**config.mk**
```make
export PLATFORM = sky130hd
export DESIGN_NAME = stable_matching_seq_ctrl
export DESIGN_NICKNAME = d
export VERILOG_FILES = /design/src/rtl/stable_matching_seq_ctrl.sv
export SDC_FILE = /design/constraint.sdc
export NUM_CORES = 1
export LEC_CHECK = 0
export CORE_AREA = 2 2 124 126
export DETAILED_ROUTE_END_ITERATION = 16
export DIE_AREA = 0 0 126 128
export DONT_BUFFER_PORTS = 1
export GPL_TIMING_DRIVEN = 0
export PLACE_DENSITY_LB_ADDON = 0.2
export SYNTH_ARGS = -nofsm -noshare
export SYNTH_HDL_FRONTEND = slang
export SYNTH_SLANG_ARGS = --single-unit
```
**constraint.sdc**
```tcl
create_clock -name clk -period 5.35 [get_ports clk]
set_input_delay 0.8025 -clock clk [delete_from_list [all_inputs] [get_ports clk]]
set_output_delay 0.8025 -clock clk [all_outputs]
set_load 0.01 [all_outputs]
```
**src/rtl/stable_matching_seq_ctrl.sv**
```systemverilog
// Sequential sender-proposing Gale-Shapley engine: one proposal per clock,
// wrapped in a start/busy/done handshake with a proposal-count cap.
module stable_matching_seq_ctrl #(
    parameter int Ks = 4,
    parameter int Kr = Ks,
    parameter int S  = 4,
    parameter int R  = S,
    localparam int LOGS = (S > 1) ? $clog2(S) : 1,
    localparam int LOGR = (R > 1) ? $clog2(R) : 1,
    localparam int N    = (S == Ks) ? S * S - S + 2 : S * Ks,
    localparam int CW   = $clog2(N + 1),
    localparam int PW   = R * Kr * LOGS + S * Ks * LOGR
) (
    input  logic              clk,
    input  logic              rst,
    input  logic              start,
    input  logic [PW-1:0]     p_input,
    output logic              busy,
    output logic              done,
    output logic [R*LOGS-1:0] o,
    output logic [R-1:0]      o_valid,
    output logic [CW-1:0]     nprop,
    output logic              timeout
);
    localparam int IW    = $clog2(Ks + 1);
    localparam int RKW   = $clog2(Kr + 1);
    localparam int RBASE = S * Ks * LOGR;

    typedef enum logic [1:0] {
        IDLE,
        RUN,
        DONE
    } state_t;

    state_t                  state_q, state_d;
    logic [PW-1:0]           p_q, p_d;
    logic [S-1:0][IW-1:0]    next_idx_q, next_idx_d;
    logic [S-1:0]            smatched_q, smatched_d;
    logic [R-1:0][LOGS-1:0]  partner_q, partner_d;
    logic [R-1:0]            rmatched_q, rmatched_d;
    logic [CW-1:0]           nprop_q, nprop_d;
    logic                    timeout_q, timeout_d;
    logic [R*LOGS-1:0]       o_q, o_d;
    logic [R-1:0]            o_valid_q, o_valid_d;
    logic                    done_q, done_d;

    logic                    found;
    logic [LOGS-1:0]         s_sel;
    logic [LOGR-1:0]         r_sel;
    logic [LOGS-1:0]         cur;
    logic [RKW-1:0]          rank_s, rank_c;
    logic                    finish_run;

    // NOTE: every variable written here gets a default first, so no path
    // through the block can leave one unassigned and infer a latch.
    always_comb begin
        state_d    = state_q;
        p_d        = p_q;
        next_idx_d = next_idx_q;
        smatched_d = smatched_q;
        partner_d  = partner_q;
        rmatched_d = rmatched_q;
        nprop_d    = nprop_q;
        timeout_d  = timeout_q;
        o_d        = o_q;
        o_valid_d  = o_valid_q;
        done_d     = 1'b0;
        finish_run = 1'b0;

        // Lowest-index free sender that still has list entries left.
        found = 1'b0;
        s_sel = '0;
        for (int i = S - 1; i >= 0; i--) begin
            if (!smatched_q[i] && next_idx_q[i] < IW'(Ks)) begin
                found = 1'b1;
                s_sel = LOGS'(i);
            end
        end

        r_sel = p_q[(int'(s_sel) * Ks + int'(next_idx_q[s_sel])) * LOGR +: LOGR];
        cur   = partner_q[r_sel];

        // Descending scan so the first occurrence in the receiver list wins.
        rank_s = RKW'(Kr);
        rank_c = RKW'(Kr);
        for (int k = Kr - 1; k >= 0; k--) begin
            if (p_q[RBASE + (int'(r_sel) * Kr + k) * LOGS +: LOGS] == s_sel) rank_s = RKW'(k);
            if (p_q[RBASE + (int'(r_sel) * Kr + k) * LOGS +: LOGS] == cur)   rank_c = RKW'(k);
        end

        case (state_q)
            IDLE: begin
                if (start) begin
                    p_d        = p_input;
                    next_idx_d = '0;
                    smatched_d = '0;
                    partner_d  = '0;
                    rmatched_d = '0;
                    nprop_d    = '0;
                    timeout_d  = 1'b0;
                    state_d    = RUN;
                end
            end
            RUN: begin
                if (!found) begin
                    finish_run = 1'b1;
                end else if (nprop_q == CW'(N)) begin
                    timeout_d  = 1'b1;
                    finish_run = 1'b1;
                end else begin
                    nprop_d = nprop_q + 1'b1;
                    if (int'(r_sel) >= R || rank_s == RKW'(Kr)) begin
                        next_idx_d[s_sel] = next_idx_q[s_sel] + 1'b1;
                    end else if (!rmatched_q[r_sel]) begin
                        partner_d[r_sel]  = s_sel;
                        rmatched_d[r_sel] = 1'b1;
                        smatched_d[s_sel] = 1'b1;
                    end else if (rank_s < rank_c) begin
                        partner_d[r_sel]  = s_sel;
                        smatched_d[s_sel] = 1'b1;
                        smatched_d[cur]   = 1'b0;
                        next_idx_d[cur]   = next_idx_q[cur] + 1'b1;
                    end else begin
                        next_idx_d[s_sel] = next_idx_q[s_sel] + 1'b1;
                    end
                end
                if (finish_run) begin
                    for (int j = 0; j < R; j++) begin
                        o_d[j * LOGS +: LOGS] = rmatched_q[j] ? partner_q[j] : '0;
                    end
                    o_valid_d = rmatched_q;
                    done_d    = 1'b1;
                    state_d   = DONE;
                end
            end
            DONE: begin
                state_d = IDLE;
            end
            default: begin
                state_d = IDLE;
            end
        endcase
    end

    // NOTE: state uses non-blocking assignments so every flop samples the
    // values computed before this edge, independent of statement order.
    always_ff @(posedge clk or posedge rst) begin
        if (rst) begin
            state_q    <= IDLE;
            next_idx_q <= '0;
            smatched_q <= '0;
            partner_q  <= '0;
            rmatched_q <= '0;
            nprop_q    <= '0;
            timeout_q  <= 1'b0;
            o_q        <= '0;
            o_valid_q  <= '0;
            done_q     <= 1'b0;
        end else begin
            state_q    <= state_d;
            next_idx_q <= next_idx_d;
            smatched_q <= smatched_d;
            partner_q  <= partner_d;
            rmatched_q <= rmatched_d;
            nprop_q    <= nprop_d;
            timeout_q  <= timeout_d;
            o_q        <= o_d;
            o_valid_q  <= o_valid_d;
            done_q     <= done_d;
        end
    end

    // NOTE: the preference store is left unreset; it is always rewritten on
    // an accepted start before any proposal reads it.
    always_ff @(posedge clk) begin
        p_q <= p_d;
    end

    assign busy    = (state_q != IDLE);
    assign done    = done_q;
    assign o       = o_q;
    assign o_valid = o_valid_q;
    assign nprop   = nprop_q;
    assign timeout = timeout_q;

endmodule

```
==> results.json <==
{
  "rsz0062_at_grt": "true",
  "fill_cells": 1284,
  "post-place-ws_ns": -1.11,
  "seq_area_frac_synth_pct": 47.5,
  "cts_sinks": 112,
  "detail_route.iter0.violations": 204,
  "final-seq-area_um2": 3130,
  "final_cell_mix": "edfxtp_1, nand2_1, nor2_1, dfrtp_1, buf_4",
  "numCtsBuffers": 9,
  "drtPass1Iterations": 5,
  "finalCritPeriodShare_pct": 99.8,
  "setup_slack_ns": 0.00962,
  "fmax_mhz": 187,
  "place_congestion": 0.920,
  "drt_drc_violations_left": 0,
  "clockBufferDepth": 2,
  "path_cells": "or2_1 > buf_6 > o21a_2 > a22oi_4 > clkinv_4 > buf_12 > mux4_2 > a22oi_2 > o21ai_4 > nor2_4 > buf_12 > mux2i_2 > xnor2_2 > a22oi_2 > nand2_2 > clkinv_4 > ha_4 > a211oi_4 > a32o_2 > a31o_4 > nand2_8 > o41ai_1 > mux2_4",
  "clock_latency_ns": 0.36,
  "diodes": 0,
  "worstSetupEndpointType": "register",
  "drive_gt1_share_pct": 30.9,
  "synth_ff_type": "edfxtp_1",
  "synth-edff-count": 64,
  "crit_required_ns": 5.65,
  "antenna_found_initial": 0,
  "synth_top_family_by_area": "compound AO/OA/AOI/OAI gates",
  "boundaryPins": 86,
  "post_drt_wl_per_cell_um": 20.5,
  "grt_overflow_total": 0,
  "vias": 5065,
  "start_util_pct": 44.2,
  "outcome": "complete, no violations",
  "routed_wl_mm": 17.6,
  "area_growth_pct": 26.8,
  "antenna_left": 0,
  "relSlewSlack_pct": 55.0,
  "cts_tree": "yes",
  "synthXorXnorAreaFrac_pct": 6.11,
  "row_count": 45,
  "worst_slew_pin_slew_ns": 0.676,
  "synth-compound-area-share_pct": 17.1,
  "hold_buffers": 0,
  "setup_viol": 0,
  "grt_pass1_vias": 5027,
  "syn_nets": 681,
  "path_class": "reg2reg",
  "synth_top_cell_by_area": "edfxtp_1",
  "slowest_delay_ns": 0.47,
  "vias_per_cell": 5.90,
  "final-hold-violation-count": 0,
  "multiInputGateArea_um2": 3770,
  "synthAdderAreaFrac_pct": 1.52,
  "cts_root_buf": "clkbuf_16",
  "synthArstFlopShare_pct": 42.9,
  "port_buffers": 0,
  "dp_hpwl_mm": 12.3,
  "die_w_um": 126,
  "slowest_stage": "o41ai_1",
  "cp_max_fo": 8,
  "hold_class": "in2async",
  "grt_first_pass_wirelength_mm": 26.8,
  "fin_nets": 740,
  "core_um2": 14900,
  "avgSynthCellArea_um2": 10.8,
  "cts-htree-levels": 3,
  "final-max-slew-violation-count": 0,
  "syn_inst": 606,
  "cp-start-kind": "register",
  "synthSimpleGateAreaFrac_pct": 12.7,
  "synthDistinctLibCells": 83,
  "synth_seq_cells": 112,
  "final.min_clock_period_ns": 5.34,
  "ys_warn_count": 0,
  "grt_use_total_pct": 21.4,
  "cap_violations": 0,
  "grt_max_degree": 72,
  "path_clk_slew_ns": 0.08,
  "skew_ns": 0.0108,
  "syn_area_um2": 6570,
  "cp_data_arrival_time_ns": 5.64,
  "dieArea_um2": 16100,
  "synth_mux_area_share_pct": 10.9,
  "final_common_cell": "edfxtp_1",
  "die_h_um": 128,
  "synth_top_area_share_pct": 29.2,
  "yosys-top-cells-area": "edfxtp_1, dfrtp_1, mux2i_1, nand2_1, nor2_1"
}
==> critical path: cells and delay by family (launching register included) <==
family	cells	cell delay (ns)
fa+ha+maj	1	0.17
flops	1	0.42
compound gates	9	2.13
simple gates	4	0.72
mux	3	0.93
buf+inv	5	0.73
xor+xnor	1	0.16
==> through the flow <==
| step | setup TNS (ns) | instances | hold slack (ns) | instance area [um2] | utilization, % |
|---|---|---|---|---|---|
| 4_1_cts | -0.00987 | 841 | 0.262 | 7790 | 52.4 |
| 3_5_place_dp | -23.30 | 796 | 0.491 | 6930 | 46.6 |
| 5_1_grt | -3.11 | 858 | 0.280 | 8340 | 56.1 |
| 3_3_place_gp | -25.30 | 794 | 0.484 | 6880 | 46.3 |
| 2_1_floorplan | 0 | 606 | 0.456 | 6650 | - |
| 6_report | 0 | 858 | 0.264 | 8340 | 56.1 |
==> synthesized netlist by cell type, drive strengths merged (3+ instances only) <==
cell type   n
clkbuf     21
or2         9
dfrtp      48
o41ai       4
nand3      17
a2111oi     8
a22oi       9
mux2       11
mux2i      43
o21ai      25
or3         3
nor3b       3
edfxtp     64
xor2       22
a31oi       5
inv        21
a21oi      34
o211ai     10
nand2      63
ha          8
a211oi      3
o22ai       4
o31ai       3
xnor2      23
buf        13
nor2       54
a311oi      3
a221oi      5
nor2b       4
nor3       10
o2bb2ai    10
nand2b     10
mux4        7
==> cell families after synthesis <==
kind of cell	after synthesis
DFF	112
buffers and inverters	56
and+or+nand+nor	180
adders and majority gates	8
muxes	61
AOI/OAI and AO/OA	144
xor gates and xnor gates	45
==> what timing repair did <==
item	in CTS	in global routing
gates cloned	1	2
buffers inserted	30	16
pin swaps	27	31
gates resized for setup	58	79
setup endpoints to repair	25	24
==> sequential cells by signal (all words and copies together) (netlist names) <==
name        count
smatched_q      4
timeout         1
o_valid         4
p_q            64
partner_q       8
next_idx_q     12
o               8
rmatched_q      4
state_q         2
nprop           4
done            1
==> final timing paths <==
check / depth (start not counted) / from / slack [ns] / endpoint
setup / recovery: 23 / next_idx_q[5]$_DFFE_PP0P_ / 0.01 / next_idx_q[8]$_DFFE_PP0P_
hold / removal: 1 / rst / 0.26 / done$_DFF_PP0_
setup reg to reg: 23 / next_idx_q[5]$_DFFE_PP0P_ / 0.01 / next_idx_q[8]$_DFFE_PP0P_
hold reg to reg: 1 / next_idx_q[10]$_DFFE_PP0P_ / 0.51 / next_idx_q[10]$_DFFE_PP0P_
max in group asynchronous: 2 / rst / 4.58 / next_idx_q[2]$_DFFE_PP0P_
min in group clk: 1 / next_idx_q[10]$_DFFE_PP0P_ / 0.51 / next_idx_q[10]$_DFFE_PP0P_
==> metal layers <==
| layer | vias up | part of all wire [%] | track usage, % |
|---|---|---|---|
| met3 | 35 | 5.0 | 3.96 |
| met1 | 2504 | 43 | 28.3 |
| met5 | - | 0 | 0 |
| li1 | 2351 | - | - |
| met2 | 175 | 49 | 35.4 |
| met4 | 0 | 2.6 | 8.08 |
==> final cells by class <==
type	count	share of cell area (%)
repair buffers	51	5.97
multi-input cells	438	45.2
flip-flops and latches	112	37.5
clock buffers	9	2.70
well taps	188	2.82
inverters	22	1.17
clock inverters	7	1.70
plain buffers	31	2.93
Power is left out: the tool's default activity adds up to more than one toggle a clock period on the data nets, which glitch-free logic cannot reach.
